File: src/rtl/mine_placer.sv
// Pseudo-random mine placement for the 5x5 board: LFSR draws with a deterministic
// fill fallback, an optional protected first-click cell, and a held result.
module mine_placer #(
  parameter int         NUM_CELLS = 25,
  parameter logic [7:0] SEED      = 8'hA5,
  parameter logic [7:0] MAX_TRIES = 8'd200
) (
  input  logic                 clka,
  input  logic                 restart,
  input  logic                 start,
  input  logic                 seed_load,
  input  logic [7:0]           seed,
  input  logic [4:0]           num_mines,
  input  logic                 safe_en,
  input  logic [4:0]           safe_cell,
  output logic [NUM_CELLS-1:0] mines,
  output logic                 place_done,
  output logic                 busy
);

  typedef enum logic [1:0] {S_IDLE, S_DRAW, S_FILL, S_DONE} state_t;

  state_t               state_q;
  logic [7:0]           lfsr_q;
  logic [7:0]           lfsr_d;
  logic [NUM_CELLS-1:0] mines_q;
  logic                 place_done_q;
  logic [4:0]           count_q;
  logic [4:0]           target_q;
  logic [7:0]           tries_q;
  logic [4:0]           idx_q;
  logic                 safe_en_q;
  logic [4:0]           safe_cell_q;

  logic                 idle_like;
  logic                 accept;
  logic [4:0]           limit;
  logic [4:0]           new_target;
  logic [4:0]           cand;
  logic [31:0]          mines_pad;
  logic [31:0]          cand_oh;
  logic [31:0]          idx_oh;
  logic                 cand_ok;
  logic                 fill_ok;

  always_comb begin
    idle_like  = (state_q == S_IDLE) || (state_q == S_DONE);
    accept     = start && idle_like;
    limit      = safe_en ? 5'd24 : 5'd25;
    new_target = (num_mines > limit) ? limit : num_mines;
    // A zero seed would lock the LFSR, so it is replaced by 1.
    if (seed_load && idle_like) begin
      lfsr_d = (seed == 8'h00) ? 8'h01 : seed;
    end else begin
      lfsr_d = {lfsr_q[6:0], lfsr_q[7] ^ lfsr_q[5] ^ lfsr_q[4] ^ lfsr_q[3]};
    end
    cand      = lfsr_q[4:0];
    mines_pad = {{(32-NUM_CELLS){1'b0}}, mines_q};
    cand_oh   = 32'd1 << cand;
    idx_oh    = 32'd1 << idx_q;
    cand_ok   = (cand < 5'd25) && !mines_pad[cand] &&
                !(safe_en_q && (cand == safe_cell_q));
    fill_ok   = !mines_pad[idx_q] && !(safe_en_q && (idx_q == safe_cell_q));
  end

  always_ff @(posedge clka) begin
    if (restart) begin
      state_q      <= S_IDLE;
      lfsr_q       <= SEED;
      mines_q      <= '0;
      place_done_q <= 1'b0;
      count_q      <= '0;
      target_q     <= '0;
      tries_q      <= '0;
      idx_q        <= '0;
      safe_en_q    <= 1'b0;
      safe_cell_q  <= '0;
    end else begin
      lfsr_q <= lfsr_d;
      case (state_q)
        S_IDLE, S_DONE: begin
          if (accept) begin
            mines_q      <= '0;
            place_done_q <= 1'b0;
            count_q      <= '0;
            tries_q      <= '0;
            idx_q        <= '0;
            target_q     <= new_target;
            safe_en_q    <= safe_en;
            safe_cell_q  <= safe_cell;
            state_q      <= (new_target == 5'd0) ? S_DONE : S_DRAW;
          end else if (state_q == S_DONE) begin
            // Done is flagged one edge after the final bitmap settles.
            place_done_q <= 1'b1;
          end
        end
        S_DRAW: begin
          tries_q <= tries_q + 8'd1;
          if (cand_ok) begin
            mines_q <= mines_q | cand_oh[NUM_CELLS-1:0];
            count_q <= count_q + 5'd1;
          end
          if (cand_ok && ((count_q + 5'd1) == target_q)) begin
            state_q <= S_DONE;
          end else if ((tries_q + 8'd1) == MAX_TRIES) begin
            state_q <= S_FILL;
          end
        end
        S_FILL: begin
          // Target never exceeds the free cell count, so this ends by cell 24.
          idx_q <= idx_q + 5'd1;
          if (fill_ok) begin
            mines_q <= mines_q | idx_oh[NUM_CELLS-1:0];
            count_q <= count_q + 5'd1;
            if ((count_q + 5'd1) == target_q) begin
              state_q <= S_DONE;
            end
          end
        end
        default: state_q <= S_IDLE;
      endcase
    end
  end

  assign mines      = mines_q;
  assign place_done = place_done_q;
  assign busy       = (state_q == S_DRAW) || (state_q == S_FILL);

endmodule
File: config.mk
export PLATFORM = sky130hd
export DESIGN_NAME = mine_placer
export DESIGN_NICKNAME = d
export VERILOG_FILES = /design/src/rtl/mine_placer.sv
export SDC_FILE = /design/constraint.sdc
export NUM_CORES = 1
export LEC_CHECK = 0
export CORE_UTILIZATION = 50
export CTS_BUF_LIST = sky130_fd_sc_hd__clkbuf_4
export DETAILED_ROUTE_END_ITERATION = 8
export PLACE_DENSITY = 0.74
export SETUP_SLACK_MARGIN = 0.02
export SLEW_MARGIN = 10
export SYNTH_ARGS = -nofsm -noshare
export SYNTH_HDL_FRONTEND = slang
export SYNTH_SLANG_ARGS = --single-unit
File: constraint.sdc
create_clock -name clka -period 5.2 [get_ports clka]
set_input_delay 1.04 -clock clka [delete_from_list [all_inputs] [get_ports clka]]
set_output_delay 1.04 -clock clka [all_outputs]
set_load 0.01 [all_outputs]
==> impl_metrics.py, run 1 <==
metrics = {
    "logic_synthesis": {
        "yosysWarnings": 0,
        "synth-main-ff-cell": "dfxtp_1",
        "synth_top_area_cell": "dfxtp_1",
        "yosys-top-cells-count": "nor2_1 (77), dfxtp_1 (65), nand2_1 (58)",
        "synth_area_um2": 3706,
        "synth_top_cell_area_share_pct": 35.11,
        "ys_top_cells_by_area": "dfxtp_1 (35%), nor2_1 (7.8%), a21oi_1 (6.1%)",
        "synth.distinct_cells": 56,
        "synth_most_common_cell": "nor2_1",
        "syn-num-nets": 494,
        "seq_area_frac_synth_pct": 35.11,
        "synth-async-reset-ratio_pct": 0,
        "synth_cells": 464,
        "syn_avg_cell_area_um2": 7.987,
        "ys_seq_elements": 65,
        "synth_edf_count": 0,
    },
    "floorplanning": {
        "pin_count": 50,
        "core_um2": 7214,
        "die_y_um": 88.10,
        "die_w_um": 88.10,
        "initial_core_util_pct": 51.37,
        "die-area_um2": 7761,
        "rows": 31,
    },
    "detailed_routing": {
        "drtAntennaViolNets": 0,
        "routed_wl_um": 8840,
        "drt_iter0_drc": 344,
        "firstDrtPassIters": 5,
        "vias": 3471,
        "post-route-drc-count": 0,
        "drt-wirelength-per-cell_um": 14.88,
        "viasPerCell": 5.843,
    },
    "clock_network": {
        "cts_setup_buffers": 0,
        "hold_buffers": 0,
        "path_clk_slew_ns": 0.10,
        "cts_tree": "done",
        "cts_buffer_depth": 2,
        "clock_latency_ns": 0.42,
        "cts_htree_levels": 3,
        "cts_sinks": 65,
        "cts_inserted_buffers": 9,
        "clock-root-buffer": "clkbuf_4",
        "cts-resized-gates": 0,
    },
    "placed_design": {
        "post-place-ws_ns": 1.822,
        "io_buffers": 49,
        "place_congestion": 0.8550,
        "hpwl_um": 6258,
        "placed_cell_area_um2": 4151,
    },
    "global_routing": {
        "grt_max_degree": 39,
        "grt_first_pass_wirelength_um": 15070,
        "grtUsageTotal_pct": 24.98,
        "antenna_found_initial": 0,
        "first_global_vias": 3262,
        "grt_overflow": 0,
    },
    "worst_hold_path": {
        "hold_class": "flop to flop",
    },
    "sta": {
        "worstMarginPinSlew_ns": 1.100,
        "hold_slack_ns": 0.4630,
        "hold_viol_final": 0,
        "max_slew_margin_pct": 24.57,
        "finalMaxSlewViolations": 0,
        "max_freq_mhz": 288.3,
        "period_minus_slack_ns": 3.469,
        "setup_ws_ns": 1.731,
        "skew_ns": 0.01595,
        "timing.final.crit_share_pct": 66.71,
        "setup_tns_ns": 0,
        "setup_viol": 0,
        "grt_setup_unrepaired": "no",
    },
    "cells_and_area": {
        "nets": 522,
        "syn2layout_area_growth_pct": 15.16,
        "drive_gt1_share_pct": 6.263,
        "ff_latch_area_um2": 1301,
        "nFillCells": 684,
        "fin_area_um2": 4268,
        "multi_input_area_um2": 2198,
        "antennaDiodeCount": 0,
    },
    "power_and_ir_drop": {
        "ir_drop_mv": 0.2398,
        "power_density_nw_per_um2": 427.0,
        "cellLeakagePower_uw": 0.001588,
    },
    "critical_path": {
        "path_class": "flop to primary output",
        "start_kind": "flop",
        "crit_path_end_kind": "primary output",
        "worst_ep_required_time_ns": 4.16,
        "arrival_ns": 2.43,
        "crit_fanout": 23,
        "r2r_setup_slack_ns": 1.91,
    },
    "flow_run": {
        "cap_violations": 0,
    },
    "outcome": {
        "status": "finished clean",
    },
}
-- power breakdown --
group	switching [uW]	leakage (uW)	total (uW)	internal, uW
combinational	523	0.000991	832	310
sequential	116	0.000529	678	562
clock	175	0.0000688	312	137
-- cells by family after synthesis --
| family | synth area share [%] |
|---|---|
| buffers and inverters | 5.570 |
| AOI/OAI and AO/OA | 19.85 |
| adders and majority gates | 2.363 |
| DFF | 35.11 |
| muxes | 8.947 |
| and+or+nand+nor | 22.96 |
| xor gates and xnor gates | 5.199 |
-- registers in the layout (all words and copies together), names as in the netlist --
| signal | cells |
|---|---|
| idx_q | 5 |
| mines | 25 |
| safe_en_q | 1 |
| safe_cell_q | 5 |
| state_q | 2 |
| lfsr_q | 8 |
| tries_q | 8 |
| target_q | 5 |
| place_done | 1 |
| count_q | 5 |
-- layout by cell type (no fill, tap or decap), drive strengths merged, types with 6 or more instances in the layout --
cell type      netlist  layout
nand3               17      17
inv                  7       7
clkdlybuf4s50        0      49
mux2i               14      14
nor2                77      77
xor2                11      11
a31oi                6       6
o21ai               14      14
clkbuf              20       9
a21oi               46      46
ha                   7       7
dfxtp               65      65
mux2                 9       9
nand2b               6       6
xnor2               11      11
nor3                 6       6
nand2               58      58
a22oi               12      12
-- area by class of cell --
class	instances	area share (%)
clock buffers	9	1.583
clock inverters	5	1.143
inverters	8	0.7036
multi-input cells	358	51.51
flip-flops and latches	65	30.49
well taps	99	2.902
repair buffers	50	11.67
-- per-stage QoR --
| stage | util, % | cells | power, uW |
|---|---|---|---|
| floorplan | - | 464 | 1347 |
| global placement | 57.54 | 580 | 1496 |
| detailed placement | 57.54 | 580 | 1515 |
| CTS | 59.16 | 594 | 1824 |
| global route | 59.16 | 594 | 1957 |
| finish | 59.16 | 594 | 1822 |
-- per-layer routing --
metal  vias to the layer above  share of wire (%)  GRT usage (%)
met4                         0                1.9          11.58
met3                        16                6.0          4.053
met2                       135                 47          40.59
met1                      1623                 45          32.56
li1                       1697                  -              -
met5                         -                  0              0
-- worst max-delay path: stages (launching register included) --
cell             delay, ns
dfxtp_1               0.37
inv_1                 0.06
ha_1                  0.73
inv_1                 0.30
clkdlybuf4s50_1       0.55
-- path summary, 6_finish.rpt --
path | start | endpoint | depth (start not counted)
setup / recovery | state_q[0] | busy | 4
hold / removal | lfsr_q[6] | lfsr_q[7] | 2
setup reg to reg | lfsr_q[0] | mines[17] | 7
hold reg to reg | lfsr_q[6] | lfsr_q[7] | 2
No activity file was read; power rests on OpenSTA's default activity.
==> run 2, diff against run 1 <==
--- a/config.mk
+++ b/config.mk
@@ -8,7 +8,7 @@
 export CORE_UTILIZATION = 50
 export CTS_BUF_LIST = sky130_fd_sc_hd__clkbuf_4
 export DETAILED_ROUTE_END_ITERATION = 8
-export PLACE_DENSITY = 0.74
+export PLACE_DENSITY = 0.77
 export SETUP_SLACK_MARGIN = 0.02
 export SLEW_MARGIN = 10
 export SYNTH_ARGS = -nofsm -noshare
==> constraint.sdc (replaced) <==
create_clock -name clka -period 2.8 [get_ports clka]
set_input_delay 0.56 -clock clka [delete_from_list [all_inputs] [get_ports clka]]
set_output_delay 0.56 -clock clka [all_outputs]
set_load 0.01 [all_outputs]
==> impl_metrics.py, run 2 (synthesized netlist as in run 1, its figures left out) <==
metrics = {
    "sta": {
        "worstMarginPinSlew_ns": 0.9101,
        "skew_ns": 0.008866,
        "hold_viol_final": 0,
        "finalMaxSlewViolations": 0,
        "setup_ws_ns": 0.2167,
        "setup_tns_ns": 0,
        "timing.final.crit_share_pct": 92.26,
        "grt_setup_unrepaired": "no",
        "max_freq_mhz": 387.1,
        "max_slew_margin_pct": 39.33,
        "hold_slack_ns": 0.4530,
        "period_minus_slack_ns": 2.583,
        "setup_viol": 0,
    },
    "clock_network": {
        "cts_buffer_depth": 2,
        "clock_latency_ns": 0.43,
        "path_clk_slew_ns": 0.12,
        "cts_sinks": 65,
        "clock-root-buffer": "clkbuf_4",
        "cts_htree_levels": 3,
        "hold_buffers": 0,
        "cts_inserted_buffers": 9,
        "cts_tree": "done",
    },
    "cells_and_area": {
        "largest_reg_flops": 25,
        "final_common_cell": "nor2_1",
        "final_util_pct": 60.61,
        "drive_gt1_share_pct": 8.893,
        "syn2layout_area_growth_pct": 17.99,
        "mostFrequentLayoutCells": "nor2_1 (77), dfxtp_1 (63), nand2_1 (58)",
        "fin_cells": 605,
        "nets": 531,
        "nFillCells": 678,
        "antennaDiodeCount": 0,
    },
    "critical_path": {
        "max_stage_delay_ns": 0.58,
        "crit_path_end_kind": "primary output",
        "start_kind": "flop",
        "critical_path.most_common_cell": "inv_1",
        "crit_path_top_delay_cell": "clkdlybuf4s50_1",
        "worst_ep_required_time_ns": 2.24,
        "path_class": "flop to primary output",
        "arrival_ns": 2.02,
        "crit_fanout": 6,
        "crit_chain": "inv_1 -> ha_1 -> inv_1 -> clkdlybuf4s50_1",
    },
    "detailed_routing": {
        "routed_wl_um": 9085,
        "drt-wirelength-per-cell_um": 15.02,
        "drtAntennaViolNets": 0,
        "post-route-drc-count": 0,
        "vias": 3492,
        "viasPerCell": 5.772,
        "firstDrtPassIters": 5,
        "drt_iter0_drc": 236,
    },
    "power_and_ir_drop": {
        "switchingPower_uw": 1560,
        "p_int_uw": 1980,
        "netSwitchingFraction_pct": 44.07,
        "cellLeakagePower_uw": 0.001638,
        "ir_drop_mv": 0.4292,
        "power.share.clock_pct": 17.7,
        "p_comb_share_pct": 47.8,
        "power_density_nw_per_um2": 809.7,
        "pwr-share-seq_pct": 34.5,
    },
    "floorplanning": {
        "pin_count": 50,
        "rows": 31,
        "initial_core_util_pct": 51.37,
        "die-area_um2": 7761,
        "die_w_um": 88.10,
        "core_um2": 7214,
        "die_y_um": 88.10,
    },
    "global_routing": {
        "grtUsageTotal_pct": 25.29,
        "grt_max_degree": 28,
        "grt_first_pass_wirelength_um": 15320,
        "grt_overflow": 0,
        "first_global_vias": 3280,
        "antenna_found_initial": 0,
    },
    "flow_run": {
        "cap_violations": 0,
    },
    "placed_design": {
        "place_inst": 589,
        "post-place-ws_ns": 0.1120,
        "place_congestion": 0.8395,
        "hpwl_um": 6616,
        "io_buffers": 49,
    },
    "worst_hold_path": {
        "hold_class": "flop to flop",
    },
    "outcome": {
        "status": "finished clean",
    },
}
run 2: cell count changes in the layout (fill, tap and decap cells not counted):
| cell | change |
|---|---|
| clkinvlp_4 | +3 |
| dfxtp_1 | -2 |
| clkinv_1 | -1 |
| buf_4 | +8 |
| clkinv_4 | +1 |
| buf_12 | +1 |
| clkinv_2 | -1 |
| dfxtp_2 | +2 |
run 2: critical path, delay by kind of cell, from the launching register on:
kind	cells	cell delay (ns)
adder cells (fa/ha/maj)	1	0.36
buffers and inverters	3	0.86
flip-flops	1	0.38
run 2: final cells by class:
| type | instances | area [um2] | area share (%) |
|---|---|---|---|
| clock inverter | 7 | 71.32 | 1.631 |
| tap | 99 | 123.9 | 2.833 |
| timing repair buffer | 59 | 578.1 | 13.22 |
| multi-input combinational | 358 | 2198 | 50.27 |
| sequential | 65 | 1304 | 29.81 |
| inverter | 8 | 30.03 | 0.6867 |
| clock buffer | 9 | 67.56 | 1.545 |
run 2: timing repair:
action / 4_1_cts / 5_1_grt
gates resized for setup: 0 / 2
setup endpoints to repair: 0 / 28
setup buffers: 0 / 0
run 2: metal layers:
layer,global-route usage [%],part of all wire [%],vias to the layer above
met1,31.52,44,1656
met2,42.85,50,105
met3,4.147,4.8,18
met5,0,0,-
li1,-,-,1713
met4,11.58,1.8,0
run 2: path summary, 6_finish.rpt:
check | startpoint | endpoint | slack (ns) | cells past startpoint
min reg2reg | lfsr_q[6] | lfsr_q[7] | 0.45 | 2
max | state_q[0] | busy | 0.22 | 4
min | lfsr_q[6] | lfsr_q[7] | 0.45 | 2
max reg2reg | idx_q[1] | mines[21] | 0.24 | 7
run 2: metrics by stage:
step | cell area, um2 | power [uW]
finish | 4373 | 3541
global route | 4373 | 3792
CTS | 4370 | 3551
detailed placement | 4232 | 2920
global placement | 4232 | 2864
floorplan | 3706 | 2501
run 2: power groups by stage:
stage,combinational (uW),clock (uW),sequential (uW)
floorplan,1340,0,1160
global placement,1630,0,1230
detailed placement,1680,0,1240
CTS,1690,643,1220
global route,1870,678,1240
finish,1690,627,1220
==> run 3, diff against run 2 <==
--- a/config.mk
+++ b/config.mk
@@ -5,10 +5,10 @@
 export SDC_FILE = /design/constraint.sdc
 export NUM_CORES = 1
 export LEC_CHECK = 0
-export CORE_UTILIZATION = 50
+export CORE_UTILIZATION = 45
 export CTS_BUF_LIST = sky130_fd_sc_hd__clkbuf_4
 export DETAILED_ROUTE_END_ITERATION = 8
-export PLACE_DENSITY = 0.77
+export PLACE_DENSITY = 0.7
 export SETUP_SLACK_MARGIN = 0.02
 export SLEW_MARGIN = 10
 export SYNTH_ARGS = -nofsm -noshare
==> impl_metrics.py, run 3 (synthesized netlist as in run 1, its figures left out) <==
metrics = {
    "critical_path": {
        "arrival_ns": 2.97,
        "max_stage_delay_ns": 0.55,
        "crit_chain": "mux4_2 -> nor3b_1 -> o211ai_1 -> a21oi_2 -> a2bb2oi_4 -> buf_4 -> a41oi_1 -> nor2_1",
        "timing.rr.start": "lfsr_q[0]",
        "crit_path_end_kind": "flop",
        "start_kind": "flop",
        "startpoint": "lfsr_q[0]",
        "worst_ep_required_time_ns": 3.15,
        "path_class": "flop to flop",
        "cp_num_buf_inv": 1,
        "path_delay_family": "compound AO/OA/AOI/OAI gates",
        "crit_fanout": 15,
        "crit_path_top_delay_cell": "mux4_2",
    },
    "sta": {
        "worstMarginPinSlew_ns": 0.8819,
        "finalMaxSlewViolations": 0,
        "hold_viol_final": 0,
        "setup_viol": 0,
        "max_freq_mhz": 381.9,
        "grt_setup_unrepaired": "no",
        "timing.final.crit_share_pct": 93.52,
        "setup_tns_ns": 0,
        "period_minus_slack_ns": 2.619,
        "max_slew_margin_pct": 41.21,
        "skew_ns": 0.01173,
    },
    "global_routing": {
        "antenna_found_initial": 0,
        "first_global_vias": 3200,
        "grt_max_degree": 38,
        "grt_overflow": 0,
        "grtUsageTotal_pct": 22.68,
        "grt_first_pass_wirelength_um": 15470,
    },
    "clock_network": {
        "clock-root-buffer": "clkbuf_4",
        "cts_inserted_buffers": 9,
        "cts_sinks": 65,
        "path_clk_slew_ns": 0.10,
        "cts_htree_levels": 3,
        "cts_setup_buffers": 0,
        "cts_tree": "done",
        "cts_buffer_depth": 2,
        "clock_latency_ns": 0.41,
    },
    "detailed_routing": {
        "drt-wirelength-per-cell_um": 14.99,
        "viasPerCell": 5.651,
        "drtAntennaViolNets": 0,
        "post-route-drc-count": 0,
        "drt_iter0_drc": 192,
        "firstDrtPassIters": 4,
        "vias": 3430,
        "routed_wl_um": 9097,
    },
    "placed_design": {
        "io_buffers": 49,
        "place_congestion": 0.8439,
        "hpwl_um": 6534,
    },
    "power_and_ir_drop": {
        "ir_drop_mv": 0.4097,
        "p_int_uw": 1969,
        "pwr-share-seq_pct": 35.3,
        "power_uw": 3491,
        "power_density_nw_per_um2": 801.2,
        "p_comb_share_pct": 47.3,
        "cellLeakagePower_uw": 0.001636,
        "switchingPower_uw": 1522,
        "power.share.clock_pct": 17.4,
        "netSwitchingFraction_pct": 43.60,
    },
    "cells_and_area": {
        "nets": 530,
        "largest_reg_flops": 25,
        "drive_gt1_share_pct": 7.921,
        "final_common_cell": "nor2_1",
        "mostFrequentLayoutCells": "nor2_1 (77), dfxtp_1 (64), nand2_1 (58)",
        "antennaDiodeCount": 0,
        "syn2layout_area_growth_pct": 17.59,
        "final_util_pct": 55.53,
    },
    "floorplanning": {
        "pin_count": 50,
        "core_um2": 7848,
        "die_w_um": 92.75,
        "rows": 32,
        "die-area_um2": 8603,
        "die_y_um": 92.75,
        "initial_core_util_pct": 47.23,
    },
    "outcome": {
        "status": "finished clean",
    },
    "flow_run": {
        "cap_violations": 0,
    },
    "worst_hold_path": {
        "hp-start": "lfsr_q[6]",
        "hold_class": "flop to flop",
    },
}
[run 3: metrics by stage]
| step | instances | setup WS (ns) | hold WS, ns | instance area (um2) |
|---|---|---|---|---|
| 3_3_place_gp | 591 | 0.1619 | 0.4274 | 4228 |
| 2_1_floorplan | 464 | 0.6153 | 0.4170 | 3706 |
| 6_report | 607 | 0.1815 | 0.4538 | 4358 |
| 3_5_place_dp | 591 | 0.04181 | 0.4291 | 4228 |
| 5_1_grt | 607 | 0.03862 | 0.4879 | 4358 |
| 4_1_cts | 607 | 0.1513 | 0.4574 | 4358 |
[run 3: final cells by class]
class / count / area (um2)
Clock buffer: 11 / 82.58
Clock inverter: 5 / 46.29
Fill cell: 761 / 3490
Inverter: 8 / 30.03
Multi-Input combinational cell: 358 / 2198
Sequential cell: 65 / 1303
Tap cell: 102 / 127.6
Timing Repair Buffer: 58 / 570.5
[run 3: worst register-to-register path, stage by stage, from the launching register on]
cell,delay [ns]
dfxtp_2,0.52
mux4_2,0.56
nor3b_1,0.22
o211ai_1,0.17
a21oi_2,0.23
a2bb2oi_4,0.32
buf_4,0.27
a41oi_1,0.13
nor2_1,0.13
[run 3: what timing repair did]
item | in CTS | in global routing
setup endpoints to repair | 1 | 0
hold buffers | 0 | 0
gates resized for setup | 1 | 0
[run 3: power by group through the flow]
stage                     logic [uW]  clock network [uW]  registers, uW
final                           1650                 608           1230
after global routing            1840                 664           1260
after CTS                       1640                 624           1230
after detailed placement        1630                   0           1250
after global placement          1610                   0           1250
after floorplan                 1340                   0           1160
[run 3: worst paths after layout]
| path | slack (ns) | to | cells past startpoint |
|---|---|---|---|
| setup / recovery | 0.18 | mines[13] | 8 |
| hold / removal | 0.45 | lfsr_q[7] | 2 |
| setup reg to reg | 0.18 | mines[13] | 8 |
| hold reg to reg | 0.45 | lfsr_q[7] | 2 |
[run 3: routing by layer]
metal | part of all wire [%] | global-route usage (%) | wire (um) | vias to the layer above
met5 | 0 | 0 | 0 | -
met4 | 1.5 | 9.872 | 141 | 0
li1 | - | - | - | 1712
met3 | 3.9 | 3.284 | 354 | 14
met2 | 47 | 35.74 | 4300 | 84
met1 | 47 | 30.80 | 4301 | 1620
